<file path="src/rtl/rotary_input_conditioner_if.sv">
// Pin-side bundle for the rotary input conditioner.
//   A_raw, B_raw, PB_raw : raw asynchronous board pins (PB low = pressed)
//   A_clean, B_clean     : debounced encoder levels
//   pb_pressed           : debounced button state, high = pressed
//   cw_step, ccw_step    : one-cycle pulse per completed detent
//   pb_press, pb_release : one-cycle pulses on debounced button edges
//   quad_err             : one-cycle pulse on an illegal quadrature transition
// slave = conditioner side, master = pin driver / consumer side.
interface rotary_input_conditioner_if;
  logic A_raw;
  logic B_raw;
  logic PB_raw;
  logic A_clean;
  logic B_clean;
  logic pb_pressed;
  logic cw_step;
  logic ccw_step;
  logic pb_press;
  logic pb_release;
  logic quad_err;

  modport slave (
    input  A_raw, B_raw, PB_raw,
    output A_clean, B_clean, pb_pressed, cw_step, ccw_step,
           pb_press, pb_release, quad_err
  );

  modport master (
    output A_raw, B_raw, PB_raw,
    input  A_clean, B_clean, pb_pressed, cw_step, ccw_step,
           pb_press, pb_release, quad_err
  );
endinterface

</file>
<file path="src/rtl/rotary_input_conditioner.sv">
// Rotary encoder front end: 2-flop synchronisers, per-channel debouncers,
// quadrature decoder producing detent step pulses, and pushbutton edge pulses.
//   clk  : system clock, rising edge
//   rst  : asynchronous reset, active high
//   pins : rotary_input_conditioner_if.slave (raw pins in, clean levels/pulses out)
//
// Quadrature decoder states ({A_clean,B_clean} seen last cycle):
//   state | meaning
//   Q00   | detent rest position
//   Q10   | first quarter clockwise / last quarter counter-clockwise
//   Q11   | half way between detents
//   Q01   | last quarter clockwise / first quarter counter-clockwise
module rotary_input_conditioner #(
  parameter int DEBOUNCE_CYCLES = 1000
) (
  input logic                         clk,
  input logic                         rst,
  rotary_input_conditioner_if.slave   pins
);

  localparam int CW = $clog2(DEBOUNCE_CYCLES + 1);
  localparam logic [CW-1:0] CNT_LAST = CW'(DEBOUNCE_CYCLES - 1);
  // Channel order {PB, B, A}; PB idles high (released).
  localparam logic [2:0] IDLE = 3'b100;

  logic [2:0]    sync1, sync2, clean;
  logic [CW-1:0] cnt [3];

  always_ff @(posedge clk or posedge rst) begin
    if (rst) begin
      sync1 <= IDLE;
      sync2 <= IDLE;
    end else begin
      sync1 <= {pins.PB_raw, pins.B_raw, pins.A_raw};
      sync2 <= sync1;
    end
  end

  // A change is accepted on the cycle the count would reach DEBOUNCE_CYCLES,
  // so the counter never has to hold that value itself.
  always_ff @(posedge clk or posedge rst) begin
    if (rst) begin
      clean <= IDLE;
      for (int i = 0; i < 3; i++) cnt[i] <= '0;
    end else begin
      for (int i = 0; i < 3; i++) begin
        if (sync2[i] == clean[i]) begin
          cnt[i] <= '0;
        end else if (cnt[i] == CNT_LAST) begin
          clean[i] <= sync2[i];
          cnt[i]   <= '0;
        end else begin
          cnt[i] <= cnt[i] + 1'b1;
        end
      end
    end
  end

  typedef enum logic [1:0] {Q00 = 2'b00, Q01 = 2'b01, Q10 = 2'b10, Q11 = 2'b11} quad_t;

  quad_t             q_state, q_next;
  logic signed [2:0] acc, acc_next;
  logic [1:0]        ab, diff;
  logic              fwd, rev;
  logic              cw_next, ccw_next, err_next;
  logic              cw_q, ccw_q, err_q;
  logic              pb_prev, press_q, release_q;

  assign ab   = {clean[0], clean[1]};
  assign diff = ab ^ q_state;

  always_ff @(posedge clk or posedge rst) begin
    if (rst) begin
      q_state <= Q00;
      acc     <= '0;
      cw_q    <= 1'b0;
      ccw_q   <= 1'b0;
      err_q   <= 1'b0;
    end else begin
      q_state <= q_next;
      acc     <= acc_next;
      cw_q    <= cw_next;
      ccw_q   <= ccw_next;
      err_q   <= err_next;
    end
  end

  // acc only ever spans -3..+3 while away from 00; the +-4 case is detected
  // as "a step from +-3 that lands on 00", which keeps acc at 3 bits.
  always_comb begin
    q_next   = quad_t'(ab);
    acc_next = acc;
    cw_next  = 1'b0;
    ccw_next = 1'b0;
    err_next = 1'b0;
    fwd      = 1'b0;
    rev      = 1'b0;
    unique case (q_state)
      Q00: begin fwd = (ab == 2'b10); rev = (ab == 2'b01); end
      Q10: begin fwd = (ab == 2'b11); rev = (ab == 2'b00); end
      Q11: begin fwd = (ab == 2'b01); rev = (ab == 2'b10); end
      Q01: begin fwd = (ab == 2'b00); rev = (ab == 2'b11); end
    endcase
    if (diff == 2'b11) begin
      err_next = 1'b1;
      acc_next = '0;
    end else if (fwd || rev) begin
      if (ab == 2'b00) begin
        cw_next  = fwd && (acc == 3'sd3);
        ccw_next = rev && (acc == -3'sd3);
        acc_next = '0;
      end else begin
        acc_next = fwd ? acc + 3'sd1 : acc - 3'sd1;
      end
    end
  end

  always_ff @(posedge clk or posedge rst) begin
    if (rst) begin
      pb_prev   <= 1'b1;
      press_q   <= 1'b0;
      release_q <= 1'b0;
    end else begin
      pb_prev   <= clean[2];
      press_q   <= ~clean[2] & pb_prev;
      release_q <= clean[2] & ~pb_prev;
    end
  end

  assign pins.A_clean    = clean[0];
  assign pins.B_clean    = clean[1];
  assign pins.pb_pressed = ~clean[2];
  assign pins.cw_step    = cw_q;
  assign pins.ccw_step   = ccw_q;
  assign pins.quad_err   = err_q;
  assign pins.pb_press   = press_q;
  assign pins.pb_release = release_q;

endmodule

</file>
<file path="src/flat_wrapper.sv">
// flat-port wrapper written by rule: the top's interface ports become plain ports
module rotary_input_conditioner_flat 
#(
  parameter int DEBOUNCE_CYCLES = 1000
)
  (clk, rst, pins_A_raw, pins_B_raw, pins_PB_raw, pins_A_clean, pins_B_clean, pins_pb_pressed, pins_cw_step, pins_ccw_step, pins_pb_press, pins_pb_release, pins_quad_err);
  rotary_input_conditioner_if pins_i ();
  input logic clk;
  input logic rst;
  input wire logic [$bits(pins_i.A_raw)-1:0] pins_A_raw;
  input wire logic [$bits(pins_i.B_raw)-1:0] pins_B_raw;
  input wire logic [$bits(pins_i.PB_raw)-1:0] pins_PB_raw;
  output wire logic [$bits(pins_i.A_clean)-1:0] pins_A_clean;
  output wire logic [$bits(pins_i.B_clean)-1:0] pins_B_clean;
  output wire logic [$bits(pins_i.pb_pressed)-1:0] pins_pb_pressed;
  output wire logic [$bits(pins_i.cw_step)-1:0] pins_cw_step;
  output wire logic [$bits(pins_i.ccw_step)-1:0] pins_ccw_step;
  output wire logic [$bits(pins_i.pb_press)-1:0] pins_pb_press;
  output wire logic [$bits(pins_i.pb_release)-1:0] pins_pb_release;
  output wire logic [$bits(pins_i.quad_err)-1:0] pins_quad_err;
  assign pins_i.A_raw = pins_A_raw;
  assign pins_i.B_raw = pins_B_raw;
  assign pins_i.PB_raw = pins_PB_raw;
  assign pins_A_clean = pins_i.A_clean;
  assign pins_B_clean = pins_i.B_clean;
  assign pins_pb_pressed = pins_i.pb_pressed;
  assign pins_cw_step = pins_i.cw_step;
  assign pins_ccw_step = pins_i.ccw_step;
  assign pins_pb_press = pins_i.pb_press;
  assign pins_pb_release = pins_i.pb_release;
  assign pins_quad_err = pins_i.quad_err;
  rotary_input_conditioner #(.DEBOUNCE_CYCLES(DEBOUNCE_CYCLES)) u_core (.clk(clk), .rst(rst), .pins(pins_i));
endmodule
</file>
<file path="config.mk">
export PLATFORM = sky130hd
export DESIGN_NAME = rotary_input_conditioner_flat
export DESIGN_NICKNAME = d
export VERILOG_FILES = /design/src/rtl/rotary_input_conditioner_if.sv /design/src/rtl/rotary_input_conditioner.sv /design/src/flat_wrapper.sv
export SDC_FILE = /design/constraint.sdc
export NUM_CORES = 1
export LEC_CHECK = 0
export ABC_AREA = 0
export BUFFER_PORTS_ARGS = -buffer_cell sky130_fd_sc_hd__buf_2
export CAP_MARGIN = 20
export CORE_ASPECT_RATIO = 0.5
export CORE_MARGIN = 2
export CORE_UTILIZATION = 64
export DETAILED_ROUTE_END_ITERATION = 8
export GPL_TIMING_DRIVEN = 0
export PLACE_DENSITY = 0.83
export SYNTH_ARGS = -nofsm -noshare
export SYNTH_HDL_FRONTEND = slang
export SYNTH_SLANG_ARGS = --single-unit
</file>
<file path="constraint.sdc">
create_clock -name clk -period 3.6 [get_ports clk]
set_input_delay 0.72 -clock clk [delete_from_list [all_inputs] [get_ports clk]]
set_output_delay 0.72 -clock clk [all_outputs]
set_load 0.01 [all_outputs]
</file>
==> flow_metrics.tcl <==
set metrics [dict create \
    run_status "finished clean" \
    io_buffers 12 \
    layout_common_cells "46 x sky130_fd_sc_hd__dfrtp_1, 34 x sky130_fd_sc_hd__nor2_1, 18 x sky130_fd_sc_hd__xnor2_1" \
    timing.critical_path.arrival_ps 2500 \
    postSynth.topFlopCell "sky130_fd_sc_hd__dfrtp_1" \
    antenna_violations_before_repair 0 \
    kind_of_cell_adding_the_most_delay_to_the_critical_path "adder cells" \
    setup.worst_path.start_class "register" \
    fin_crit_ps 2330 \
    timing.final.setup_violations 0 \
    worstPathBufferInverterCount 1 \
    fin_total_pwr_w 0.000926 \
    layout_commonest_cell "sky130_fd_sc_hd__dfrtp_1" \
    synth-async-reset-ratio_pct 100 \
    clk_pin_slew_ps 90 \
    chipHeight_um 47.0 \
    worst_ep_required_time_ps 3770 \
    synth.avg_cell_area_um2 10.5 \
    yosys_warnings 0 \
    finalWeightedCongestion 0.866 \
    critical-path-slowest-cell "sky130_fd_sc_hd__fa_1" \
    drt-vias-per-instance 5.69 \
    antenna_cells_inserted 0 \
    powerDensity_nw_per_um2 358 \
    worst_hold_slack_ps 339 \
    postSynthRegisterBits 50 \
    detailedPlacementHpwl_mm 2.74 \
    drive_gt1_share_pct 15.4 \
    nNetsFinal 254 \
    clock.fmax_ghz 0.430 \
    start_util_pct 67.7 \
    comb_power_share_pct 4.3 \
    final_ant_viol_nets 0 \
    endpoint_kind "register" \
    wire_per_inst_um 13.1 \
    maxCapViolations 0 \
    root_buffer_cell "sky130_fd_sc_hd__clkbuf_8" \
    die_area_um2 4220 \
    grt_first_pass_wirelength_mm 6.85 \
    static-leakage-power_nw 1.10 \
    internal_cell_power_w 0.000723 \
    cp_max_fo 10 \
    dr_total_vias 1689 \
    cts_resized 0 \
    hold_fix_buffers_at_cts 0 \
    share_clk_of_total_power_pct 32.8 \
    clk-insertion-delay-late_ps 290 \
    drt-pass1-iter-count 4 \
    cts_inserted_buffers 5 \
    width_of_the_chip_um 89.9 \
    grt_use_total_pct 20.8 \
    rsz0062_at_grt "false" \
    sequentialPowerShare_pct 63.0 \
    std_cell_rows 15 \
    mapped_area_um2 2360 \
    number_of_enable_type_register_cells_in_the_synthesized_netlist 0 \
    synth.distinct_cells 46 \
    crit_type "reg2reg" \
    placed_cell_area_um2 2510 \
    setup_slack_ps 1270 \
    synth_nets 234 \
    detail_route.wirelength_mm 3.88 \
    hold_path_class "in2async" \
    number_of_global_route_vias_before_repair 1620 \
    gr-total-overflow 0 \
    detail_route.iter0.violations 99 \
    synth_seq_area_share_pct 53.2 \
    post-route-cell-area_um2 2590 \
    path_cells "buf_2 -> xor2_1 -> nand2_1 -> fa_1 -> mux4_2 -> a221oi_2 -> a311oi_1" \
    swShare_pct 22.0 \
    cts_htree_levels 2 \
    fin_crit_sh_pct 64.6 \
    ios 13 \
    synthToLayoutAreaGrowth_pct 9.59 \
    clock_sink_count 50 \
    cts_buffer_depth 2 \
    netlist_instances 225 \
    post-place-ws_ps 1270 \
    postCtsSetupBuffers 0 \
    final_hold_viol_count 0 \
    grt_start_max_net_pins 42 \
    maxSlewViolCount 0 \
    peakVddDrop_mv 0.226 \
    floorplan.core_area_um2 3490 \
    tns_ps 0 \
    tritoncts "built" \
    timing.slew.headroom_pct 66.3 \
    worst_pin_slew_ps 502 \
    drc 0 \
    finalClockSkew_ps 7.44 \
    switching_power_total_w 0.000203 \
    critical-path-max-stage-delay_ps 500 \
]
-- layer usage --
layer	track usage, %	wire, um
met5	0	0
met4	7.69	30
met3	5.46	167
met2	37.9	1860
met1	25.4	1830
-- final timing paths --
kind	start	endpoint	slack, ps	cells after the start
max reg2reg	u_core.q_state[0]	u_core.acc[2]	1270	7
min in group clk	u_core.sync1[0]	u_core.sync2[0]	360	0
min	rst	u_core.cnt[7]	340	2
min reg2reg	u_core.sync1[0]	u_core.sync2[0]	360	0
max	u_core.q_state[0]	u_core.acc[2]	1270	7
max in group asynchronous	rst	u_core.cnt[4]	2790	3
-- per-stage QoR --
stage	utilization, %	cells
2_1_floorplan	-	225
4_1_cts	74.2	297
6_report	74.2	297
3_5_place_dp	71.8	289
5_1_grt	74.2	297
3_3_place_gp	71.2	288
-- area by class of cell --
type                       count  area, um2
buffer                         5       31.3
clock buffer                   6       72.6
clock inverter                 2       10.0
fill                         260        902
inverter                      11       43.8
multi-input combinational    159       1030
sequential                    50       1260
tap                           51       63.8
timing repair buffer          13       80.1
-- Yosys cell counts, types with 5 or more instances --
library cell,number,area (um2)
sky130_fd_sc_hd__o21ai_0,5,25.0
sky130_fd_sc_hd__dfrtp_1,46,1150
sky130_fd_sc_hd__xor2_1,8,70.1
sky130_fd_sc_hd__nand2_1,16,60.1
sky130_fd_sc_hd__inv_1,10,37.5
sky130_fd_sc_hd__nand3_1,11,55.1
sky130_fd_sc_hd__xnor2_1,18,158
sky130_fd_sc_hd__a21oi_1,9,45.0
sky130_fd_sc_hd__nor3_1,5,25.0
sky130_fd_sc_hd__nor2_1,34,128
-- power by group through the flow --
| stage | Sequential, W | Combinational [W] | Clock, W |
|---|---|---|---|
| finish | 0.000583 | 0.0000395 | 0.000304 |
| global route | 0.000585 | 0.0000466 | 0.000336 |
| CTS | 0.000583 | 0.0000408 | 0.000316 |
| detailed placement | 0.000594 | 0.0000405 | 0 |
| global placement | 0.000593 | 0.0000358 | 0 |
| floorplan | 0.000592 | 0.0000281 | 0 |
-- sequential cells by signal, summed over array words and instances (netlist names) --
signal / cells
u_core.pins.pb_press: 1
u_core.acc: 3
u_core.pins.pb_release: 1
u_core.pins.quad_err: 1
u_core.cnt: 30
u_core.pins.cw_step: 1
u_core.sync1: 3
u_core.pb_prev: 1
u_core.pins.ccw_step: 1
u_core.clean: 3
u_core.sync2: 3
u_core.q_state: 2
-- logic make-up after synthesis --
group | count (synthesis) | share of synthesized area, %
simple gates | 92 | 19.2
flops | 50 | 53.2
compound gates | 31 | 9.16
xor+xnor | 26 | 9.64
buf+inv | 16 | 3.18
mux | 6 | 3.23
fa+ha+maj | 4 | 2.44
No activity file was read; power rests on OpenSTA's default activity.
